$ cat src/rtl/reorder_buffer.sv
// rtl/reorder_buffer.sv - circular in-order commit queue with CDB write-back and mispredict flush
// Optional macro ROB_OPERAND_FWD_EN enables the combinational operand forwarding ports.
module reorder_buffer #(
  parameter int          RoB_WIDTH = 3,
  parameter logic [5:0]  NON_DEP   = 6'b100000
) (
  input  logic                 clk_in,
  input  logic                 rst_in,
  input  logic                 rdy_in,
  input  logic                 issue_valid,
  input  logic [1:0]           issue_type,
  input  logic [4:0]           issue_rd,
  input  logic [31:0]          issue_pc,
  input  logic                 issue_pred_taken,
  output logic [RoB_WIDTH-1:0] issue_index,
  output logic                 full,
  input  logic                 cdb_valid,
  input  logic [RoB_WIDTH-1:0] cdb_index,
  input  logic [31:0]          cdb_value,
  input  logic                 cdb_taken,
  input  logic [31:0]          cdb_target,
  output logic                 RoB_update_en,
  output logic [5:0]           RoB_update_reg,
  output logic [RoB_WIDTH-1:0] RoB_update_index,
  output logic [31:0]          RoB_update_data,
  output logic                 store_commit_en,
  output logic [RoB_WIDTH-1:0] store_commit_index,
  output logic                 flush_signal,
  output logic [31:0]          flush_pc,
  output logic                 halt_out,
  input  logic [RoB_WIDTH-1:0] fwd_idx1,
  input  logic [RoB_WIDTH-1:0] fwd_idx2,
  output logic                 fwd_ready1,
  output logic                 fwd_ready2,
  output logic [31:0]          fwd_value1,
  output logic [31:0]          fwd_value2
);

  localparam int DEPTH = 1 << RoB_WIDTH;
  localparam logic [RoB_WIDTH:0] FULL_CNT = (RoB_WIDTH+1)'(DEPTH);
  localparam logic [1:0] T_BRANCH = 2'd1;
  localparam logic [1:0] T_STORE  = 2'd2;
  localparam logic [1:0] T_HALT   = 2'd3;

  logic [DEPTH-1:0]     e_busy;
  logic [DEPTH-1:0]     e_ready;
  logic [1:0]           e_type   [DEPTH];
  logic [4:0]           e_rd     [DEPTH];
  logic [31:0]          e_pc     [DEPTH];
  logic                 e_pred   [DEPTH];
  logic [31:0]          e_value  [DEPTH];
  logic                 e_taken  [DEPTH];
  logic [31:0]          e_target [DEPTH];

  logic [RoB_WIDTH-1:0] head;
  logic [RoB_WIDTH-1:0] tail;
  logic [RoB_WIDTH:0]   count;
  logic [RoB_WIDTH:0]   count_next;
  // A flush that lands while rdy_in is low is remembered so it is not lost.
  logic                 flush_hold;
  logic                 issue_ok;
  logic                 do_commit;
  logic                 mispredict;

  assign issue_index = tail;
  assign issue_ok  = rdy_in && issue_valid && !full && !flush_signal && !flush_hold && !halt_out;
  assign do_commit = rdy_in && !flush_signal && !flush_hold && !halt_out
                     && e_busy[head] && e_ready[head];
  assign mispredict = (e_type[head] == T_BRANCH) && (e_taken[head] != e_pred[head]);

  always_comb begin
    count_next = count;
    if (issue_ok && !do_commit)
      count_next = count + 1'b1;
    else if (!issue_ok && do_commit)
      count_next = count - 1'b1;
  end

  always_ff @(posedge clk_in or negedge rst_in) begin
    if (!rst_in) begin
      e_busy             <= '0;
      e_ready            <= '0;
      for (int i = 0; i < DEPTH; i++) begin
        e_type[i]   <= '0;
        e_rd[i]     <= '0;
        e_pc[i]     <= '0;
        e_pred[i]   <= 1'b0;
        e_value[i]  <= '0;
        e_taken[i]  <= 1'b0;
        e_target[i] <= '0;
      end
      head               <= '0;
      tail               <= '0;
      count              <= '0;
      full               <= 1'b0;
      flush_hold         <= 1'b0;
      RoB_update_en      <= 1'b0;
      RoB_update_reg     <= NON_DEP;
      RoB_update_index   <= '0;
      RoB_update_data    <= '0;
      store_commit_en    <= 1'b0;
      store_commit_index <= '0;
      flush_signal       <= 1'b0;
      flush_pc           <= '0;
      halt_out           <= 1'b0;
    end else if (!rdy_in) begin
      RoB_update_en   <= 1'b0;
      store_commit_en <= 1'b0;
      flush_signal    <= 1'b0;
      if (flush_signal)
        flush_hold <= 1'b1;
    end else if (flush_signal || flush_hold) begin
      e_busy          <= '0;
      e_ready         <= '0;
      head            <= '0;
      tail            <= '0;
      count           <= '0;
      full            <= 1'b0;
      flush_hold      <= 1'b0;
      RoB_update_en   <= 1'b0;
      store_commit_en <= 1'b0;
      flush_signal    <= 1'b0;
    end else begin
      RoB_update_en   <= 1'b0;
      store_commit_en <= 1'b0;

      if (cdb_valid && e_busy[cdb_index]) begin
        e_value[cdb_index]  <= cdb_value;
        e_taken[cdb_index]  <= cdb_taken;
        e_target[cdb_index] <= cdb_target;
        e_ready[cdb_index]  <= 1'b1;
      end

      // Issue comes after the CDB write so a fresh entry never inherits a stale ready.
      if (issue_ok) begin
        e_busy[tail]   <= 1'b1;
        e_ready[tail]  <= (issue_type == T_HALT);
        e_type[tail]   <= issue_type;
        e_rd[tail]     <= issue_rd;
        e_pc[tail]     <= issue_pc;
        e_pred[tail]   <= issue_pred_taken;
        tail           <= tail + 1'b1;
      end

      if (do_commit) begin
        e_busy[head] <= 1'b0;
        head         <= head + 1'b1;
        case (e_type[head])
          T_STORE: begin
            store_commit_en    <= 1'b1;
            store_commit_index <= head;
          end
          T_HALT: begin
            halt_out <= 1'b1;
          end
          default: begin
            RoB_update_en    <= 1'b1;
            RoB_update_reg   <= (e_rd[head] == 5'd0) ? NON_DEP : {1'b0, e_rd[head]};
            RoB_update_index <= head;
            RoB_update_data  <= e_value[head];
            if (mispredict) begin
              flush_signal <= 1'b1;
              flush_pc     <= e_taken[head] ? e_target[head] : e_pc[head] + 32'd4;
            end
          end
        endcase
      end

      count <= count_next;
      full  <= (count_next == FULL_CNT);
    end
  end

`ifdef ROB_OPERAND_FWD_EN
  always_comb begin
    fwd_ready1 = e_ready[fwd_idx1];
    fwd_value1 = e_value[fwd_idx1];
    if (cdb_valid && e_busy[fwd_idx1] && cdb_index == fwd_idx1) begin
      fwd_ready1 = 1'b1;
      fwd_value1 = cdb_value;
    end
    fwd_ready2 = e_ready[fwd_idx2];
    fwd_value2 = e_value[fwd_idx2];
    if (cdb_valid && e_busy[fwd_idx2] && cdb_index == fwd_idx2) begin
      fwd_ready2 = 1'b1;
      fwd_value2 = cdb_value;
    end
  end
`else
  logic unused_fwd;
  assign unused_fwd = ^{fwd_idx1, fwd_idx2};
  assign fwd_ready1 = 1'b0;
  assign fwd_ready2 = 1'b0;
  assign fwd_value1 = '0;
  assign fwd_value2 = '0;
`endif

endmodule

$ cat config.mk
export PLATFORM = sky130hd
export DESIGN_NAME = reorder_buffer
export DESIGN_NICKNAME = d
export VERILOG_FILES = /design/src/rtl/reorder_buffer.sv
export SDC_FILE = /design/constraint.sdc
export NUM_CORES = 1
export LEC_CHECK = 0
export ABC_AREA = 1
export BUFFER_PORTS_ARGS = -buffer_cell sky130_fd_sc_hd__buf_2
export CORE_UTILIZATION = 35
export DETAILED_ROUTE_END_ITERATION = 10
export GPL_TIMING_DRIVEN = 0
export PLACE_DENSITY = 0.56
export SLEW_MARGIN = 20
export SYNTH_ARGS = -nofsm -noshare
export SYNTH_HDL_FRONTEND = slang
export SYNTH_SLANG_ARGS = --single-unit
$ cat constraint.sdc
create_clock -name clk_in -period 3.15 [get_ports clk_in]
set_input_delay 0.315 -clock clk_in [delete_from_list [all_inputs] [get_ports clk_in]]
set_output_delay 0.315 -clock clk_in [all_outputs]
set_load 0.01 [all_outputs]
==> flow_metrics.py <==
metrics = {
    "grt": {
        "grt_pass1_wl_um": 248000,
        "grt_pass1_vias": 36400,
        "antenna_found_initial": 7,
        "gr-usage-all-layers": 0.275,
        "grt_max_degree": 135,
        "grt_overflow": 0,
    },
    "floorplan": {
        "die-width_um": 349,
        "die_h_um": 349,
        "die-area_mm2": 0.122,
        "rows": 126,
        "core_area_mm2": 0.119,
        "design.portCount": 269,
        "initial_core_util": 0.355,
    },
    "setup_path": {
        "slowest_stage": "buf_2",
        "slowest_delay_ns": 0.53,
        "crit_fanout": 10,
        "crit_required_ns": 3.76,
        "worstPathCellList": "nor2_2, buf_4, nand2_4, inv_2, buf_6, clkbuf_2, buf_2, nand2_1, nand4_1, o211ai_1, nand2_1",
        "cp.arrival_ns": 3.79,
        "path_common_cell": "nand2_1",
        "start_kind": "register",
        "end_kind": "register",
        "critical_path_class": "reg -> reg",
    },
    "timing": {
        "post-route-min-period_ns": 3.18,
        "fin_hold_ws_ns": 0.0177,
        "fin_crit_sh": 1.01,
        "slew_headroom": 0.291,
        "rsz0062_at_grt": "true",
        "setup_violations": 8,
        "tightest_slew_ns": 1.06,
        "fin_skew_ns": 0.0597,
        "final_hold_viol_count": 0,
        "tns_ns": -0.124,
        "fmaxAchievable_mhz": 314,
        "fin_ws_ns": -0.0323,
        "final_max_slew_viol_count": 0,
    },
    "synthesis": {
        "synth_edf_count": 0,
        "ys_seq_area_frac": 0.562,
        "synth_xor_area_frac": 0.00187,
        "synth_top_family_by_area": "simple AND/OR/NAND/NOR gates",
        "ys_seq_elements": 948,
        "ys.flop_type": "dfrtp_1",
        "yosys.area_share.adder": 0.00148,
        "synth_area_mm2": 0.0422,
        "yosys_warnings": 0,
        "ys_types": 54,
        "synthSimpleGateAreaFrac": 0.201,
        "syn_inst": 5006,
        "synth-compound-area-share": 0.166,
        "async_flop_share": 1.00,
        "synth.avg_cell_area_um2": 8.43,
        "muxShareOfSynthArea": 0.000475,
    },
    "finish": {
        "area_growth_pct": 19.1,
        "fin_util": 0.423,
        "finalInstanceArea_mm2": 0.0502,
        "nFillCells": 12100,
        "final_layout_size_suffix_gt1_frac": 0.117,
        "multi_input_area_mm2": 0.0159,
        "regArea_mm2": 0.0237,
        "nNetsFinal": 5571,
        "top_regs": "e_pc (256), e_target (256), e_value (256)",
    },
    "pwr": {
        "ir_worst_vdd_mv": 0.693,
        "power.density_mw_per_mm2": 982,
        "power.leakage_nw": 24.5,
    },
    "run_status": {
        "status": "finished, violations left",
        "violations": "negative setup slack",
    },
    "clock_network": {
        "worstSkewPairLatency_ns": 0.72,
        "clock-sinks": 948,
        "clk_pin_slew_ns": 0.06,
        "cts_root_buf": "clkbuf_16",
        "cts_tree": "yes",
        "cts_buffer_depth": 3,
        "h-tree-depth": 3,
        "cts_buffers": 104,
    },
    "place": {
        "place.gp.congestion": 0.907,
        "placed_area_mm2": 0.0457,
        "port_buffers": 196,
        "place_hpwl_um": 114000,
    },
    "route": {
        "routedWlPerCell_um": 23.7,
        "routed_wirelength_um": 169000,
        "num_vias": 38100,
        "drc": 0,
        "first_pass_iters": 6,
        "drt.antenna.violating_nets": 0,
        "vias_per_cell": 5.34,
        "drt_iter0_markers": 4328,
    },
    "run": {
        "cap_violations": 0,
    },
    "worst_hold_path": {
        "min_path_type": "in -> reg",
    },
}
[cells in the final DEF (no fill, tap or decap), types with 9 or more instances in the layout]
cell              n
a21oi_1          34
a221oi_1         69
a22o_1           42
a22oi_1          74
a31oi_1          17
a41oi_1          13
buf_2           223
buf_4           105
clkbuf_1        192
clkbuf_16       106
clkbuf_2         34
clkbuf_4         27
clkbuf_8         29
clkinv_2         24
conb_1           66
dfrtp_1         945
dlygate4sd3_1    59
inv_1           269
nand2_1        1822
nand2_2          11
nand3_1          56
nand4_1          43
nor2_1          180
nor2_2           14
nor2_4            9
o211ai_1         12
o21ai_0         915
o21ai_1          13
[cell usage after synthesis, types with 2 or more instances]
library cell / number / area (um^2)
buf_6: 4 / 45.0
dfrtp_1: 947 / 23700
clkbuf_1: 223 / 837
buf_1: 20 / 75.1
o221ai_1: 8 / 70.1
nand2_2: 4 / 25.0
o31ai_1: 6 / 45.0
nor3_1: 3 / 15.0
mux2i_1: 2 / 20.0
a31oi_1: 17 / 106
nand2_4: 2 / 22.5
nand4_1: 43 / 269
a22oi_1: 74 / 556
inv_1: 270 / 1010
a22o_1: 42 / 368
nand2_1: 1831 / 6870
nand3_1: 58 / 290
buf_4: 82 / 616
o211ai_1: 12 / 90.1
o2bb2ai_1: 3 / 26.3
nor2_4: 4 / 45.0
or2_2: 5 / 31.3
nand3b_1: 3 / 22.5
nor2_1: 185 / 694
buf_2: 44 / 220
o21ai_1: 11 / 55.1
nor2_2: 14 / 87.6
xor2_1: 6 / 52.6
ha_1: 5 / 62.6
a221oi_1: 69 / 604
a32o_1: 4 / 40.0
a41oi_1: 13 / 114
o21bai_1: 3 / 22.5
a211oi_1: 4 / 30.0
xnor2_1: 3 / 26.3
inv_2: 8 / 30.0
nand3_2: 4 / 40.0
o22ai_1: 5 / 31.3
o21ai_0: 917 / 4590
a21oi_1: 34 / 170
[power by group]
part	switching (mW)	internal, mW
combinational	12.0	5.21
sequential	2.60	16.7
clock	5.36	7.45
[per-stage QoR]
| step | worst slack, ns | instances | total power [mW] |
|---|---|---|---|
| floorplan | 0.935 | 5071 | 28.5 |
| global placement | -19.75 | 6867 | 35.5 |
| detailed placement | -1.29 | 6875 | 35.8 |
| CTS | -0.0783 | 7131 | 48.9 |
| global route | -0.168 | 7136 | 52.0 |
| finish | -0.0323 | 7137 | 49.3 |
[metal layers]
metal / GRT usage / routed length, um / up-vias
li1: - / - / 17200
met1: 0.379 / 72300 / 18900
met3: 0.0540 / 14400 / 304
met2: 0.427 / 76000 / 1680
met5: 0 / 37 / -
met4: 0.103 / 6330 / 4
[critical path: cells and delay by family (launching register included)]
kind / cells / cell delay [ns]
compound gates: 1 / 0.18
simple gates: 5 / 0.81
flops: 1 / 0.48
buf+inv: 5 / 1.60
[logic make-up (layout without fill, tap and decap cells)]
kind of cell             after synthesis  after routing
AO/OA/AOI/OAI                       1229           1229
XOR/XNOR                               9              9
adder cells (fa/ha/maj)                5              5
buffers and inverters                652           1115
flip-flops                           948            948
multiplexers                           2              2
other                                  1             69
AND/OR/NAND/NOR                     2160           2160
[worst paths after layout]
path | start | endpoint | cells past startpoint | slack [ns]
min reg2reg | RoB_update_reg[1] | RoB_update_reg[1] | 2 | 0.48
max in group asynchronous | rst_in | e_target[81] | 5 | 0.83
min in group asynchronous | rst_in | e_pc[158] | 2 | 0.12
max reg2reg | head[1] | flush_pc[10] | 11 | -0.03
max | head[1] | flush_pc[10] | 11 | -0.03
min | cdb_value[14] | e_value[142] | 3 | 0.02
[area by class of cell]
class                           count  share of cell area
Clock inverter                     37             0.00919
Clock buffer                      156              0.0623
Antenna cell                        3            0.000149
Buffer                            368              0.0393
Tap cell                         1600              0.0399
Inverter                          279              0.0210
Timing Repair Buffer              275              0.0383
Multi-Input combinational cell   3471               0.317
Sequential cell                   948               0.472
[timing repair]
item,in CTS,in global routing
buffers inserted,6,6
hold buffers,59,0
pin swaps,4,4
resized for setup,88,75
setup endpoints to repair,176,418
endpoints found under the hold margin,367,0
gates cloned,0,0
Note: power is estimated with default switching activity, not from simulation.
